--- config.mk ---
export PLATFORM = sky130hd
export DESIGN_NAME = screen_sequencer
export DESIGN_NICKNAME = d
export VERILOG_FILES = /design/src/rtl/screen_sequencer.sv
export SDC_FILE = /design/constraint.sdc
export NUM_CORES = 1
export LEC_CHECK = 0
export CAP_MARGIN = 25
export CORE_ASPECT_RATIO = 0.8
export CORE_UTILIZATION = 53
export CTS_CLUSTER_DIAMETER = 30
export DETAILED_ROUTE_END_ITERATION = 10
export DONT_BUFFER_PORTS = 1
export PLACE_DENSITY = 0.78
export SYNTH_ARGS = -nofsm -noshare
export SYNTH_HDL_FRONTEND = slang
export SYNTH_SLANG_ARGS = --single-unit
--- constraint.sdc ---
create_clock -name clk -period 2.6 [get_ports clk]
set_input_delay 0.52 -clock clk [delete_from_list [all_inputs] [get_ports clk]]
set_output_delay 0.52 -clock clk [all_outputs]
set_load 0.05 [all_outputs]
--- src/rtl/screen_sequencer.sv ---
// Screen-change sequencer: fades the picture to black, commits the requested
// screen to the draw datapath, then fades back in.
module screen_sequencer #(
    parameter int unsigned FRAMES_PER_STEP = 2
) (
    input  logic       clk,
    input  logic       rst_n,
    input  logic [3:0] state_bin,
    input  logic       frame_tick,
    output logic [3:0] screen_sel,
    output logic [3:0] brightness,
    output logic       busy,
    output logic       game_rst,
    output logic       done
);

    localparam logic [3:0] SCR_START   = 4'b0001;
    localparam logic [3:0] SCR_GAME    = 4'b0010;
    localparam logic [3:0] SCR_END     = 4'b0100;
    localparam logic [3:0] BRIGHT_FULL = 4'd15;
    localparam logic [3:0] STEP_LAST   = 4'(FRAMES_PER_STEP);

    typedef enum logic [1:0] {
        S_IDLE,
        S_FADE_OUT,
        S_SWAP,
        S_FADE_IN
    } state_t;

    state_t     state_q, state_d;
    logic [3:0] target_q, target_d;
    logic [3:0] step_cnt_q, step_cnt_d;
    logic [3:0] sel_q, sel_d;
    logic [3:0] bright_q, bright_d;
    logic       busy_q, busy_d;
    logic       game_rst_q, game_rst_d;
    logic       done_q, done_d;

    logic       req_valid;
    logic [3:0] cnt_inc;
    logic       step_hit;
    logic [3:0] cnt_adv;
    logic [3:0] bright_dn;
    logic [3:0] bright_up;

    always_comb begin
        req_valid = (state_bin == SCR_START) || (state_bin == SCR_GAME) ||
                    (state_bin == SCR_END);
        cnt_inc   = step_cnt_q + 4'd1;
        step_hit  = frame_tick && (cnt_inc == STEP_LAST);
        if (!frame_tick) begin
            cnt_adv = step_cnt_q;
        end else if (step_hit) begin
            cnt_adv = '0;
        end else begin
            cnt_adv = cnt_inc;
        end
        bright_dn = (bright_q == '0) ? '0 : bright_q - 4'd1;
        bright_up = (bright_q == BRIGHT_FULL) ? BRIGHT_FULL : bright_q + 4'd1;
    end

    always_comb begin
        state_d    = state_q;
        target_d   = target_q;
        step_cnt_d = step_cnt_q;
        sel_d      = sel_q;
        bright_d   = bright_q;
        game_rst_d = 1'b0;
        done_d     = 1'b0;

        case (state_q)
            S_IDLE: begin
                bright_d = BRIGHT_FULL;
                if (req_valid && (state_bin != sel_q)) begin
                    target_d   = state_bin;
                    step_cnt_d = '0;
                    state_d    = S_FADE_OUT;
                end
            end
            S_FADE_OUT: begin
                // Asking for the screen already shown reverses the fade in place.
                if (req_valid && (state_bin == sel_q)) begin
                    step_cnt_d = '0;
                    state_d    = S_FADE_IN;
                end else begin
                    if (req_valid) begin
                        target_d = state_bin;
                    end
                    step_cnt_d = cnt_adv;
                    if (step_hit) begin
                        bright_d = bright_dn;
                        if (bright_dn == '0) begin
                            state_d = S_SWAP;
                        end
                    end
                end
            end
            S_SWAP: begin
                sel_d      = target_q;
                game_rst_d = (target_q == SCR_GAME);
                step_cnt_d = '0;
                state_d    = S_FADE_IN;
            end
            S_FADE_IN: begin
                step_cnt_d = cnt_adv;
                if (step_hit) begin
                    bright_d = bright_up;
                    if (bright_up == BRIGHT_FULL) begin
                        state_d = S_IDLE;
                        done_d  = 1'b1;
                    end
                end
            end
            default: begin
                state_d = S_IDLE;
            end
        endcase

        busy_d = (state_d != S_IDLE);
    end

    always_ff @(posedge clk or negedge rst_n) begin
        if (!rst_n) begin
            state_q    <= S_IDLE;
            target_q   <= SCR_START;
            step_cnt_q <= '0;
            sel_q      <= SCR_START;
            bright_q   <= BRIGHT_FULL;
            busy_q     <= 1'b0;
            game_rst_q <= 1'b0;
            done_q     <= 1'b0;
        end else begin
            state_q    <= state_d;
            target_q   <= target_d;
            step_cnt_q <= step_cnt_d;
            sel_q      <= sel_d;
            bright_q   <= bright_d;
            busy_q     <= busy_d;
            game_rst_q <= game_rst_d;
            done_q     <= done_d;
        end
    end

    assign screen_sel = sel_q;
    assign brightness = bright_q;
    assign busy       = busy_q;
    assign game_rst   = game_rst_q;
    assign done       = done_q;

endmodule

# --- Word level (Yosys, flattened, before mapping) ---
# Index checks and enable logic that the tools add are counted.
word_totals:
  inputBits: 7
  regBits: 21
  output_inout_bits: 11
op_classes:
  n_mux: 26
  n_reduce_logical: 13
  n_eq_ne: 17
  addsub: 3
ops:
  columns: ["operator", "count"]
  rows:
  - ["$mux 4", 12]
  - ["$pmux 4 s4", 1]
  - ["$eq 4x2->1 const B", 3]
  - ["$mux 2", 6]
  - ["$pmux 4 s3", 1]
  - ["$ne 2x2->1 const B", 5]
  - ["$add 4x1->4 const B", 2]
  - ["$eq 4x4->1 const B", 2]
  - ["$logic_not 4->1", 2]
  - ["$pmux 2 s4", 1]
  - ["$pmux 4 s2", 1]
  - ["$reduce_and 4->1", 2]
  - ["$eq 2x2->1 const B", 2]
  - ["$eq 4x1->1 const B", 1]
  - ["$eq 4x3->1 const B", 1]
  - ["$eq 4x4->1", 1]
  - ["$mux 1", 4]
  - ["$ne 4x4->1", 1]
  - ["$reduce_bool 2->1", 2]
  - ["$sub 4x1->4 const B", 1]
  - ["$logic_and 1x1->1", 3]
  - ["$reduce_bool 3->1", 1]
  - ["$eq 2x1->1 const B", 1]
  - ["$logic_not 2->1", 1]
  - ["$logic_or 1x1->1", 2]

# --- Depth between registers and ports, before layout ---
# Gate-level depths: netlist of run 1.
logic_depth:
  depth_word: 8
  mapped_depth: 7
  mapped_depth_nobuf: 7

# --- Worst setup path before layout of run 1 ---
# Ideal clock, no wire load.
synth_path:
  path_kind: "register -> register"
  startpoint: "register bright_q[0], in the netlist brightness[0]"
  endpoint: "register busy_q, in the netlist busy"
  stages_incl_launch_ff: 7
  path_slack_ns: 0.290
  n_path_buf: 0
  t_arrival_ns: 2.168
  path_cell_list: "dfstp_2 > inv_1 > ha_1 > a22oi_1 > or4_4 > a221oi_2 > o221ai_1"
synth_via:
  elab_chain_cells: 8
synth_rtl:
  columns: ["element", "line", "rtl"]
  rows:
  - ["start, declared", "34", "logic [3:0] bright_q, bright_d;"]
  - ["start signal, assigned", "137", "bright_q <= bright_d;"]
  - ["$sub 4x1->4 / $logic_not 4->1 (equally long branches)", "58", "bright_dn = (bright_q == '0) ? '0 : bright_q - 4'd1;"]
  - ["$mux 4", "58", null]
  - ["$logic_not 4->1", "92", "if (bright_dn == '0) begin"]
  - ["$mux 2", "92", null]
  - ["$mux 2", "90", "if (step_hit) begin"]
  - ["$mux 2", "82", "if (req_valid && (state_bin == sel_q)) begin"]
  - ["$pmux 2 s4 *", "71", "case (state_q)"]
  - ["$reduce_bool 2->1 *", "119", "busy_d = (state_d != S_IDLE);"]
  - ["net busy_d", "35", "logic busy_q, busy_d;"]
  - ["end signal, assigned", "138", "busy_q <= busy_d;"]
  - ["end, declared", "35", null]
# Mark *: on every way through the listed nets, which the timed path passes. The rest lies on a longest branch.
# A chain may end at the register's enable or synchronous reset.

# --- Final worst setup path of run 1 ---
layout_path:
  startpoint: "register state_q[1]"
  endpoint: "register target_q[2]"
layout_via:
  elab_chain_cells: 3
layout_rtl:
  columns: ["element", "line", "rtl"]
  rows:
  - ["start, declared", "30", "state_t state_q, state_d;"]
  - ["start signal, assigned", "133", "state_q <= state_d;"]
  - ["$eq 2x1->1 / $logic_not 2->1 (equally long branches)", "71", null]
  - ["$ne 2x2->1 (no line) / $reduce_bool 2->1 (equally long branches)", null, null]
  - ["$reduce_and 4->1 (no line)", null, null]
  - ["end signal, assigned", "134", "target_q <= target_d;"]
  - ["end, declared", "31", "logic [3:0] target_q, target_d;"]
# Several ways; a longest one is shown, not always the timed one.

==> results of run 1 <==
-- state kept, by name, summed over array words and instances (netlist names) --
register and count:
busy 1, target_q 4, step_cnt_q 4, state_q 2, game_rst 1, screen_sel 4
brightness 4, done 1
-- Yosys cell counts, types with 3 or more instances --
cell type | instances | area, um2
a21oi_1 | 5 | 25.0
clkbuf_1 | 3 | 11.3
dfrtp_1 | 15 | 375
dfstp_2 | 6 | 158
ha_1 | 8 | 100
inv_1 | 9 | 33.8
mux2_2 | 11 | 124
nand2_1 | 5 | 18.8
nand3_1 | 3 | 15.0
nor2_1 | 9 | 33.8
nor3_1 | 4 | 20.0
o21ai_0 | 9 | 45.0
or3_1 | 4 | 25.0
xnor2_1 | 4 | 35.0
xor2_1 | 4 | 35.0
-- cell families after synthesis --
family	synth area share (%)
buffers and inverters	3.72
XOR/XNOR	4.96
multiplexers	9.49
flip-flops	37.8
AO/OA/AOI/OAI	19.4
AND/OR/NAND/NOR	17.6
adder cells (fa/ha/maj)	7.09
-- critical path: stages, from the launching register on --
cell and delay [ns]:
dfrtp_1 0.42, inv_1 0.12, ha_1 0.51, nor2_1 0.15, nor4_2 0.53, mux2_2 0.41
-- worst max-delay path by stage --
stage	startpoint	slack (ns)	end
global placement	step_cnt_q[0]$_DFFE_PN0N_	0.45	busy$_DFF_PN0_
finish	state_q[1]$_DFF_PN0_	0.35	target_q[2]$_DFFE_PN0P_
global route	state_q[1]$_DFF_PN0_	0.17	target_q[1]$_DFFE_PN0P_
floorplan	brightness[0]$_DFFE_PN1P_	0.29	busy$_DFF_PN0_
CTS	state_q[1]$_DFF_PN0_	0.37	target_q[1]$_DFFE_PN0P_
detailed placement	step_cnt_q[0]$_DFFE_PN0N_	0.38	busy$_DFF_PN0_
-- per-stage QoR --
step	instances	setup WS, ns
after global routing	180	0.167
after floorplan	141	0.290
after global placement	175	0.449
after detailed placement	175	0.384
final	180	0.351
after CTS	180	0.371
-- power breakdown --
group,switching (uW),total (uW),internal (uW)
registers,249,726,477
clock network,91.6,151,59.8
logic,616,1080,467
-- routing by layer --
metal | wire length (um) | up-vias | GRT usage, % | part of all wire [%]
met5 | 0 | - | 0 | 0
met4 | 44 | 0 | 6.05 | 1.5
met3 | 164 | 4 | 5.04 | 5.7
met2 | 1330 | 36 | 36.2 | 47
met1 | 1320 | 525 | 29.8 | 46
li1 | - | 527 | - | -
-- layout make-up --
| cell class | instances | area [um2] | share of cell area, % |
|---|---|---|---|
| repair buffers | 4 | 32.5 | 2.17 |
| clock buffers | 4 | 26.3 | 1.76 |
| flip-flops and latches | 21 | 533 | 35.6 |
| inverters | 9 | 33.8 | 2.26 |
| well taps | 36 | 45.0 | 3.01 |
| multi-input cells | 106 | 826 | 55.2 |
==> run metrics, run 1 <==
setup_tns 0 ns; CP endpoint kind flip-flop; CP Data Arrival Time 2.44 ns; I/O Buffers 0; Rows 16; Residual DRC 0; pwr dens 1310 nW/um2; Area growth, synth to finish 6.03%; DR vias 1092; Final period util 86.5%; Synth Cell Area 1410 um2; worst hold path type input pin to async pin; vias in the first global route 1022; sequential share of the synthesized area 37.8%; top_reg_cell synth dfrtp_1; hold buffers post-CTS 1; CTS tree done; die area about 2900 um2; layout cell share with drive strength beyond 1 22.9%; Initial Util 56.9%; Post-DP HPWL 2100 um; drt first-iter violations 69; post-CTS sizing 0; worst vdd ir 0.629 mV; warning count from the yosys run 0; first-pass GRT wire length 4570 um; most frequent cells in the layout dfrtp_1, mux2_2, inv_1, nor2_1, o21ai_0; FF-to-FF End target_q[2]$_DFFE_PN0P_; max-cap violations 0; Period minus WS final approximately 2.2 ns; EDFF count, synth 0; status complete, no violations; startpoint types flip-flop; utilization after layout approximately three fifths; r2r setup slk 0.35 ns; Core Area 2480 um2; worst-path maximum fanout 14; syn_area_per_cell 10.0 um2; reg2reg path depth 5; Unique masters post-synth 49; initial antenna violation count 0; drt total wl ~2900 um; Routed WL per cell roughly 16 um; die width 59.7 um; gpl congestion 0.847; Max clock buf depth 2; Routed Antenna Nets 0; DRT Pass-1 Iters 4; worst reg2reg path startpoint state_q[1]$_DFF_PN0_; syn_nets 156; CP required 2.80 ns; Synth Instances 141; largest net degree at the start of global routing 16; Die Y 48.2 um; root buffer cell clkbuf_4; number of vias per cell ~6.1; Rel. slew slack 53.4%; worst-skew pair later-pin latency around 0.3 ns; clk slew on worst S/H paths 0.11 ns; Fin Hold WS about 0.042 ns; Layout Cell Area excl Fill 1500 um2; # H-tree levels 1; unrepaired setup endpoints after global routing false; CP Class flip-flop to flip-flop; gr ovfl total 0; fillcell total 211; CTS Buf Count 3; commonest non-fill, non-tap cell in the layout dfrtp_1; cell leakage power 0.000619 uW; clk sinks 21; Nets 160; async set or reset register ratio after synthesis 100%; Slew Limit Fails 0; postcts setup bufs 0; # setup viols final 0; All-Layer GR Usage 22.0%; placed inst area 1460 um2; ANT cells 0; Clock Skews 0.0101 ns; Fmax 445 MHz; Design Power between 1500 and 2000 uW; Hold Violations, Final 0; num ports 18; #FFs+latches synth 21; Worst-Margin Slew 0.697 ns
No activity file was read; power rests on OpenSTA's default activity.
==> inputs of run 2 (changes only) <==
--- a/config.mk
+++ b/config.mk
@@ -11,7 +11,9 @@
 export CTS_CLUSTER_DIAMETER = 30
 export DETAILED_ROUTE_END_ITERATION = 10
 export DONT_BUFFER_PORTS = 1
+export MAX_ROUTING_LAYER = met4
 export PLACE_DENSITY = 0.78
+export SETUP_SLACK_MARGIN = 0.3
 export SYNTH_ARGS = -nofsm -noshare
 export SYNTH_HDL_FRONTEND = slang
 export SYNTH_SLANG_ARGS = --single-unit
==> run metrics, run 2 (synthesis gave the netlist of run 1 again) <==
status complete, no violations; root buffer cell clkbuf_4; die area roughly 2900 um2; cell leakage power 0.000621 uW; placed inst area 1460 um2; Area growth, synth to finish 10.3%; Nets between 150 and 200; CP Data Arrival Time 2.47 ns; Slew Limit Fails 0; clk sinks 21; CP endpoint kind flip-flop; Worst-Margin Slew roughly 0.68 ns; clk slew on worst S/H paths around 0.11 ns; gpl congestion 0.907; Critical Path, Cell by Cell ha_1 -> xor2_1 -> or2_4 -> or4_4 -> a221oi_4 -> o221ai_2; layout cell share with drive strength beyond 1 27.8%; worst hold path type input pin to async pin; first-pass GRT wire length 4230 um; worst-skew pair later-pin latency about 0.3 ns; CP Class flip-flop to flip-flop; pwr dens 1330 nW/um2; unrepaired setup endpoints after global routing true; worst vdd ir approximately 0.55 mV; I/O Buffers 0; number of vias per cell a little over 6; die width 59.7 um; worst-path maximum fanout 6; Core Area 2480 um2; Rel. slew slack 54.7%; CP required 2.79 ns; Final period util 87.5%; delay of the slowest critical-path stage 0.55 ns; CTS Buf Count 3; Initial Util 56.9%; most frequent cells in the layout dfrtp_1, mux2_2, nor2_1, o21ai_0, inv_1; worst reg2reg path startpoint step_cnt_q[0]$_DFFE_PN0N_; Die Y 48.2 um; Routed Antenna Nets 0; gr ovfl total 0; Period minus WS final 2.28 ns; setup_tns 0 ns; Post-DP HPWL 2010 um; initial antenna violation count 0; reg2reg path depth 6; Max clock buf depth 2; Routed WL per cell approximately 16 um; vias in the first global route 940; startpoint types flip-flop; Hold Violations, Final 0; largest net degree at the start of global routing 16; CP max stage cell or4_4; drt total wl 2870 um; CTS tree done; DRT Pass-1 Iters 4; DR vias 1100; Rows 16; Residual DRC 0; # H-tree levels 1; commonest non-fill, non-tap cell in the layout dfrtp_1; postcts setup bufs 0; Fmax between 400 and 500 MHz; FF-to-FF End busy$_DFF_PN0_; num ports 18; r2r setup slk 0.32 ns; ANT cells 0; # setup viols final 0; drt first-iter violations 31; Clock Skews around 0.0056 ns; Layout Cell Area excl Fill about 1600 um2; max-cap violations 0; All-Layer GR Usage 21.2%
## run 2: layout make-up
| class | count | area [um2] |
|---|---|---|
| Tap cell | 36 | 45.0 |
| Sequential cell | 21 | 538 |
| Fill cell | 222 | 926 |
| Clock buffer | 4 | 26.3 |
| Multi-Input combinational cell | 106 | 876 |
| Timing Repair Buffer | 4 | 32.5 |
| Inverter | 9 | 38.8 |
## run 2: worst max-delay path: cells and delay by family (launching register included)
| family | cells | cell delay [ns] |
|---|---|---|
| AND/OR/NAND/NOR | 2 | 0.83 |
| flip-flops | 1 | 0.46 |
| AO/OA/AOI/OAI | 2 | 0.47 |
| adder cells (fa/ha/maj) | 1 | 0.24 |
| XOR/XNOR | 1 | 0.18 |
## run 2: worst max-delay path by stage
stage | start | endpoint | slack [ns] | depth (start not counted)
3_5_place_dp | brightness[0]$_DFFE_PN1P_ | busy$_DFF_PN0_ | 0.23 | 6
6_report | step_cnt_q[0]$_DFFE_PN0N_ | busy$_DFF_PN0_ | 0.32 | 6
2_1_floorplan | brightness[0]$_DFFE_PN1P_ | busy$_DFF_PN0_ | 0.33 | 6
4_1_cts | brightness[0]$_DFFE_PN1P_ | busy$_DFF_PN0_ | 0.31 | 6
3_3_place_gp | brightness[0]$_DFFE_PN1P_ | busy$_DFF_PN0_ | 0.28 | 6
5_1_grt | brightness[0]$_DFFE_PN1P_ | busy$_DFF_PN0_ | 0.25 | 6
## run 2: timing repair
item,in CTS,in global routing
endpoints found under the hold margin,15,0
setup endpoints to repair,1,7
resized for setup,2,9
hold buffers,1,0
pin swaps,2,3
## run 2: report_power, final
group          total (uW)  switching, uW  internal, uW
sequential            733            249           483
clock                 155           94.9          59.9
combinational        1180            656           521
## run 2: per-stage QoR
stage / hold WS (ns) / util, % / total power, uW / std cells / worst slack [ns]
after floorplan: 0.224 / - / 1580 / 141 / 0.335
after global placement: 0.225 / 59.0 / 1760 / 175 / 0.285
after detailed placement: 0.225 / 59.0 / 1790 / 175 / 0.229
after CTS: 0.0224 / 60.5 / 1960 / 180 / 0.314
after global routing: 0.00667 / 62.7 / 2220 / 180 / 0.254
final: 0.0389 / 62.7 / 2070 / 180 / 0.324
## run 2: layer usage
layer,wire length (um),track usage [%],vias up
li1,-,-,527
met4,36,4.19,0
met3,165,5.84,4
met5,0,-,-
met2,1390,33.3,40
met1,1280,27.9,529
